==> src/rtl/alu_operand_stage.sv <==
// alu_operand_stage: operand capture, forwarding and 2-entry skid buffer in front of the ALU
module alu_operand_stage #(
  parameter int WIDTH  = 32,
  parameter int IMM_W  = 16,
  parameter int REG_AW = 5
) (
  input  logic              clk,
  input  logic              rst,
  input  logic              flush,
  input  logic              in_valid,
  output logic              in_ready,
  input  logic [REG_AW-1:0] in_rs_addr,
  input  logic [REG_AW-1:0] in_rt_addr,
  input  logic [WIDTH-1:0]  in_rs_data,
  input  logic [WIDTH-1:0]  in_rt_data,
  input  logic [IMM_W-1:0]  in_imm,
  input  logic              in_use_imm,
  input  logic [2:0]        in_alu_op,
  input  logic [REG_AW-1:0] in_rd_addr,
  input  logic              in_reg_write,
  input  logic              fwd_valid,
  input  logic [REG_AW-1:0] fwd_addr,
  input  logic [WIDTH-1:0]  fwd_data,
  output logic [WIDTH-1:0]  alu_a,
  output logic [WIDTH-1:0]  alu_b,
  output logic [2:0]        alu_select,
  output logic              alu_c_in,
  output logic              out_valid,
  input  logic              out_ready,
  output logic [REG_AW-1:0] out_rd_addr,
  output logic              out_reg_write
);
  typedef enum logic [1:0] {EMPTY, ONE, TWO} state_t;
  typedef struct packed {
    logic [WIDTH-1:0]  a;
    logic [WIDTH-1:0]  b;
    logic [2:0]        sel;
    logic [REG_AW-1:0] rd;
    logic              rw;
    logic [REG_AW-1:0] rs;
    logic [REG_AW-1:0] rt;
    logic              ui;
  } entry_t;
  state_t state_q, state_d;
  entry_t main_q, main_d, skid_q, skid_d, cap, main_s, skid_s;
  logic in_ready_q, acc, take, fwd_live;
  assign fwd_live = fwd_valid && fwd_addr != '0;
  // held entries pick up write-backs so they never go stale while stalled
  function automatic entry_t snoop(input entry_t e, input logic hit, input logic [REG_AW-1:0] addr,
                                   input logic [WIDTH-1:0] data);
    entry_t r;
    r = e;
    if (hit && addr == e.rs) r.a = data;
    if (hit && !e.ui && addr == e.rt) r.b = data;
    return r;
  endfunction
  assign main_s = snoop(main_q, fwd_live, fwd_addr, fwd_data);
  assign skid_s = snoop(skid_q, fwd_live, fwd_addr, fwd_data);
  always_comb begin
    cap.a   = (fwd_live && fwd_addr == in_rs_addr) ? fwd_data : in_rs_data;
    cap.b   = in_use_imm ? {{(WIDTH-IMM_W){in_imm[IMM_W-1]}}, in_imm}
            : (fwd_live && fwd_addr == in_rt_addr) ? fwd_data : in_rt_data;
    cap.sel = in_alu_op;
    cap.rd  = in_rd_addr;
    cap.rw  = in_reg_write;
    cap.rs  = in_rs_addr;
    cap.rt  = in_rt_addr;
    cap.ui  = in_use_imm;
  end
  assign acc       = in_valid && in_ready_q;
  assign out_valid = state_q != EMPTY;
  assign take      = out_valid && out_ready;
  always_comb begin
    state_d = state_q;
    main_d  = main_s;
    skid_d  = skid_s;
    if (flush) state_d = EMPTY;
    else if (state_q == EMPTY) begin
      if (acc) begin
        state_d = ONE;
        main_d  = cap;
      end
    end else if (state_q == ONE) begin
      if (acc && !take) begin
        state_d = TWO;
        skid_d  = cap;
      end else if (acc) main_d = cap;
      else if (take) state_d = EMPTY;
    end else if (take) begin
      state_d = ONE;
      main_d  = skid_s;
    end
  end
  always_ff @(posedge clk) begin
    if (rst) begin
      state_q    <= EMPTY;
      main_q     <= '0;
      skid_q     <= '0;
      in_ready_q <= 1'b1;
    end else begin
      state_q    <= state_d;
      main_q     <= main_d;
      skid_q     <= skid_d;
      in_ready_q <= state_d != TWO;
    end
  end
  assign in_ready      = in_ready_q;
  assign alu_a         = main_q.a;
  assign alu_b         = main_q.b;
  assign alu_select    = main_q.sel;
  assign alu_c_in      = 1'b0;
  assign out_rd_addr   = main_q.rd;
  assign out_reg_write = main_q.rw;
endmodule

==> config.mk <==
export PLATFORM = sky130hd
export DESIGN_NAME = alu_operand_stage
export DESIGN_NICKNAME = d
export VERILOG_FILES = /design/src/rtl/alu_operand_stage.sv
export SDC_FILE = /design/constraint.sdc
export NUM_CORES = 1
export LEC_CHECK = 0
export ABC_AREA = 1
export BUFFER_PORTS_ARGS = -buffer_cell sky130_fd_sc_hd__buf_2
export CAP_MARGIN = 15
export CELL_PAD_IN_SITES_DETAIL_PLACEMENT = 2
export CELL_PAD_IN_SITES_GLOBAL_PLACEMENT = 2
export CORE_ASPECT_RATIO = 1.1
export CORE_MARGIN = 3
export CORE_UTILIZATION = 33
export CTS_BUF_LIST = sky130_fd_sc_hd__clkbuf_8
export CTS_CLUSTER_DIAMETER = 200
export DETAILED_ROUTE_END_ITERATION = 12
export GPL_ROUTABILITY_DRIVEN = 0
export PLACE_DENSITY_LB_ADDON = 0.1
export SYNTH_ARGS = -nofsm -noshare
export SYNTH_HDL_FRONTEND = slang
export SYNTH_SLANG_ARGS = --single-unit
export TNS_END_PERCENT = 20
==> constraint.sdc <==
create_clock -name clk -period 4.6 [get_ports clk]
set_clock_uncertainty 0.1 [all_clocks]
set_input_delay 0.23 -clock clk [delete_from_list [all_inputs] [get_ports clk]]
set_output_delay 0.23 -clock clk [all_outputs]
set_load 0.01 [all_outputs]
# Yosys cells after proc, flatten, opt, wreduce, memory -nomap -nowiden

Index checks and enable logic that the tools add are counted.

Equality and inequality tests: 9
Multiplexer cells: 25
Bitwise gates (word level): 2
Reduce and logical (&&, ||, !) cells: 21

Operators by type and width:

| cell                                          | number |
|---|---|
| 2-to-1 mux 84 bit                             | 10 |
| 2-to-1 mux 32 bit                             | 7 |
| == test 5 bit                                 | 6 |
| 2-to-1 mux 2 bit                              | 8 |
| logical AND 1 bit                             | 12 |
| nonzero test 5 bit                            | 1 |
| AND reduction 4 bit                           | 1 |
| zero test 1 bit                               | 3 |
| != test 3 bit, second input constant          | 1 |
| AND reduction 3 bit                           | 1 |
| nonzero test 3 bit                            | 1 |
| == test 2 x 1 -> 1 bit, second input constant | 1 |
| zero test 2 bit                               | 1 |
| != test 2 bit, second input constant          | 1 |
| inverter 1 bit                                | 2 |
| nonzero test 2 bit                            | 1 |

Bits in registers: 171
Output and inout port bits: 76
Word-level logic and storage cells: 75

# Depth between registers and ports, before layout

Word-level depth: 10
Depth in mapped cells: 15

# Worst setup path after synthesis

Ideal clock, no wire load.

Kind: register to register
Start point: register in_ready_q, in the netlist in_ready
End point: register skid_q[29] (netlist name)
Arrival time: 1.484 ns
Required time: 4.389 ns
Setup slack: 2.905 ns
Stages on the path, launching flop included: 12
Buffers on the path: 2
Clock period less this slack: 1.695 ns
Cell sequence: dfxtp_1 -> nand2_1 -> nor2_1 -> inv_2 -> nor2_1 -> inv_2 -> nor2_4 -> buf_2 -> buf_2 -> nand2_1 -> nand3_1 -> inv_1

Cells in the longest elaborated chain, start to end: 6

RTL lines:

| element                  | line | source |
|---|---|---|
| start: declaration       | 46   | `logic in_ready_q, acc, take, fwd_live;` |
| start signal: assignment | 99   | `in_ready_q <= 1'b1;` |
| start signal: assignment | 104  | `in_ready_q <= state_d != TWO;` |
| logical AND 1 bit        | 70   | `assign acc = in_valid && in_ready_q;` |
| logical AND 1 bit        | 84   | `if (acc && !take) begin` |
| 2-to-1 mux 84 bit        | 84   |  |
| 2-to-1 mux 84 bit        | 83   | `end else if (state_q == ONE) begin` |
| 2-to-1 mux 84 bit        | 78   | `else if (state_q == EMPTY) begin` |
| 2-to-1 mux 84 bit        | 77   | `if (flush) state_d = EMPTY;` |
| end signal: assignment   | 103  | `skid_q <= skid_d;` |
| end: declaration         | 45   | `entry_t main_q, main_d, skid_q, skid_d, cap, main_s, skid_s;` |

No other way between the ends.
A chain may end at the register's enable or synchronous reset.

# Worst setup path after layout

Start point: input out_ready
End point: register skid_q[23] (netlist name)

Cells in the longest elaborated chain, start to end: 7

RTL lines:

| element            | line | source |
|---|---|---|
| start: declaration | 29   | `input logic out_ready,` |
| logical AND 1 bit  | 72   | `assign take = out_valid && out_ready;` |
| zero test 1 bit    | 84   |  |
| logical AND 1 bit  | 84   |  |
| 2-to-1 mux 84 bit  | 84   |  |
| 2-to-1 mux 84 bit  | 83   |  |
| 2-to-1 mux 84 bit  | 78   |  |
| 2-to-1 mux 84 bit  | 77   |  |

No other way between the ends.

==> results.cfg <==
[status]
status = complete, no violations

[worst_hold_path]
min_path_type = in2reg

[routing]
drc = 0
wirelength_um = 50500
drtIter0Drc = 694
avgViaCountPerCell = 5.39
antenna_left = 0
vias = 12800
firstDrtPassIters = 5
wl_per_cell_um = 21.3

[floorplanning]
initial_utilization_pct = 33.8
die_area_sq_um = 36800
row_count = 70
core_area_sq_um = 33600
io-pin-count = 219
die_x_um = 183
die_h_um = 201

[placement]
dp_hpwl_um = 32900
place_ws_ns = 1.61
placed_area_sq_um = 12000
port_buffers = 217

[pwr]
leakage_nw = 6.72
p_per_area_nw_per_um2 = 276
vdd_ir_drop_max_mv = 0.141

[synth]
synthTopCellsByArea = dfxtp_1 30%, nand2_1 18%, nand3_1 14%
yosysSeqAreaShare_pct = 30.1
syn_area_per_cell_sq_um = 6.16
ys_seq_elements = 171
synth_edf_count = 0
synth.most_common_cell = nand2_1
synth_commonest_cells = 534 x nand2_1, 324 x nand3_1, 233 x inv_1
netlist_area_sq_um = 11400
synth.top_cell.area_share_pct = 30.1
syn_inst = 1847
async_flop_share_pct = 0
synth_flop_cell = dfxtp_1
synth_area_leader_cell = dfxtp_1
yosysWarnings = 0
syn-num-nets = 1990
synth.distinct_cells = 33

[global_route]
grt_pass1_vias = 13700
grt_max_degree = 79
grt_pass1_wl_um = 78600
grt_overflow = 0
track_usage_pct = 27.1
antenna_found_initial = 1

[sta]
min_period_ns = 3.11
finalSetupTns_ns = 0
fin_crit_sh_pct = 67.6
worst_slack_ns = 1.49
max_freq_mhz = 322
max_slew_margin_pct = 24.7
setup_viol = 0
slew_violations = 0
whs_ns = 0.0288
hold_violations = 0
worstMarginPinSlew_ns = 1.13
rsz0062_at_grt = no

[critical_path]
cp_top_family = buffers and inverters
cp.required_ns = 4.92
crit_path_end_kind = flip-flop
slowest_delay_ns = 0.54
cp_cell_sequence = dlygate4sd3_1 > buf_2 > nor2_1 > inv_1 > nor2_1 > inv_2 > nor2_4 > clkinv_2 > buf_4 > nand3_1 > nand3_1 > inv_1
crit_slowest_cell = clkinv_2
worstPathMaxFanout = 43
arrival_ns = 3.43
path_buf_inv = 7
critical_path_class = in2reg
worstSetupStartpointType = input pin

[clocking]
h-tree-depth = 4
cts_tree = done
clk_latency_ns = 0.49
cts_setup_buffers = 0
clk_pin_slew_ns = 0.11
hold_buffers = 22
cts_root_buf = clkbuf_8
numCtsBuffers = 17
cts.sinks = 171
cts_max_path_buffers = 2
cts_resized = 0

[cells_and_area]
nNetsFinal = 2064
fillers = 4244
syn2layout_area_growth_pct = 11.3
layout-drive-gt1-share_pct = 16.5
fin_util_pct = 37.7
finish.instance_area_sq_um = 12700

[job]
cap_violations = 0
per-stage QoR:
step / cells / total power [W]
finish: 2367 / 0.00350
detailed placement: 2312 / 0.00230
floorplan: 1847 / 0.00205
global placement: 2312 / 0.00228
global route: 2366 / 0.00366
CTS: 2366 / 0.00353
area by class of cell:
| class | count | area [sq um] | area share [%] |
|---|---|---|---|
| diodes | 1 | 2.50 | 0.0197 |
| flip-flops and latches | 171 | 3420 | 27.0 |
| well taps | 432 | 541 | 4.27 |
| repair buffers | 261 | 1470 | 11.6 |
| clock buffers | 17 | 234 | 1.85 |
| clock inverters | 15 | 186 | 1.47 |
| multi-input cells | 1227 | 5900 | 46.6 |
| inverters | 243 | 913 | 7.21 |
layout by cell type, fill, tap and decap left out, drive strengths merged, types with 22 or more instances in the layout:
cell type / n
a21oi: 97
buf: 239
dfxtp: 171
dlygate4sd3: 22
inv: 250
nand2: 540
nand3: 327
nand4: 66
nor2: 23
nor3: 37
o211ai: 39
o21ai: 48
report_power, final:
part           total, W  internal [W]  switching [W]
clock network   0.00122      0.000550       0.000668
registers       0.00158       0.00154      0.0000398
logic          0.000704      0.000217       0.000486
total           0.00350       0.00231        0.00119
final timing paths:
path	startpoint	endpoint	slack, ns	cells past startpoint
worst min register to register	skid_q[17]	skid_q[17]	0.36	2
worst max-delay path	out_ready	skid_q[23]	1.49	12
worst max register to register	state_q[0]	skid_q[23]	1.53	11
worst min-delay path	in_rs_data[10]	skid_q[62]	0.03	5
state kept, by name (all words and copies together), names as in the netlist:
register       count
alu_a             32
alu_select         3
out_rd_addr        5
main_q            11
skid_q            84
in_ready           1
alu_b             32
state_q            2
out_reg_write      1
worst reg2reg max path: stages (launching register included):
cell and delay, ns:
dfxtp_1 0.35, inv_1 0.05, nor2_1 0.21, inv_1 0.09, nor2_1 0.16, inv_2 0.11, nor2_4 0.39, clkinv_2 0.55
buf_4 0.54, nand3_1 0.20, nand3_1 0.12, inv_1 0.13
cells by family (layout without fill, tap and decap cells):
| group | Yosys count | count (layout) | share of synthesized area [%] |
|---|---|---|---|
| DFF | 171 | 171 | 30.1 |
| other | 1 | 2 | 0.0329 |
| xor gates and xnor gates | 19 | 19 | 1.46 |
| AOI/OAI and AO/OA | 198 | 198 | 10.1 |
| buffers and inverters | 449 | 536 | 18.3 |
| and+or+nand+nor | 1009 | 1009 | 40.0 |
routing by layer:
metal,GRT usage [%],vias to the layer above,part of all wire [%]
li1,-,6047,-
met1,33.2,6415,43
met2,49.8,261,51
met3,2.99,46,3.2
met4,7.29,0,2.2
met5,0,-,0
Note: power is estimated with default switching activity, not from simulation.
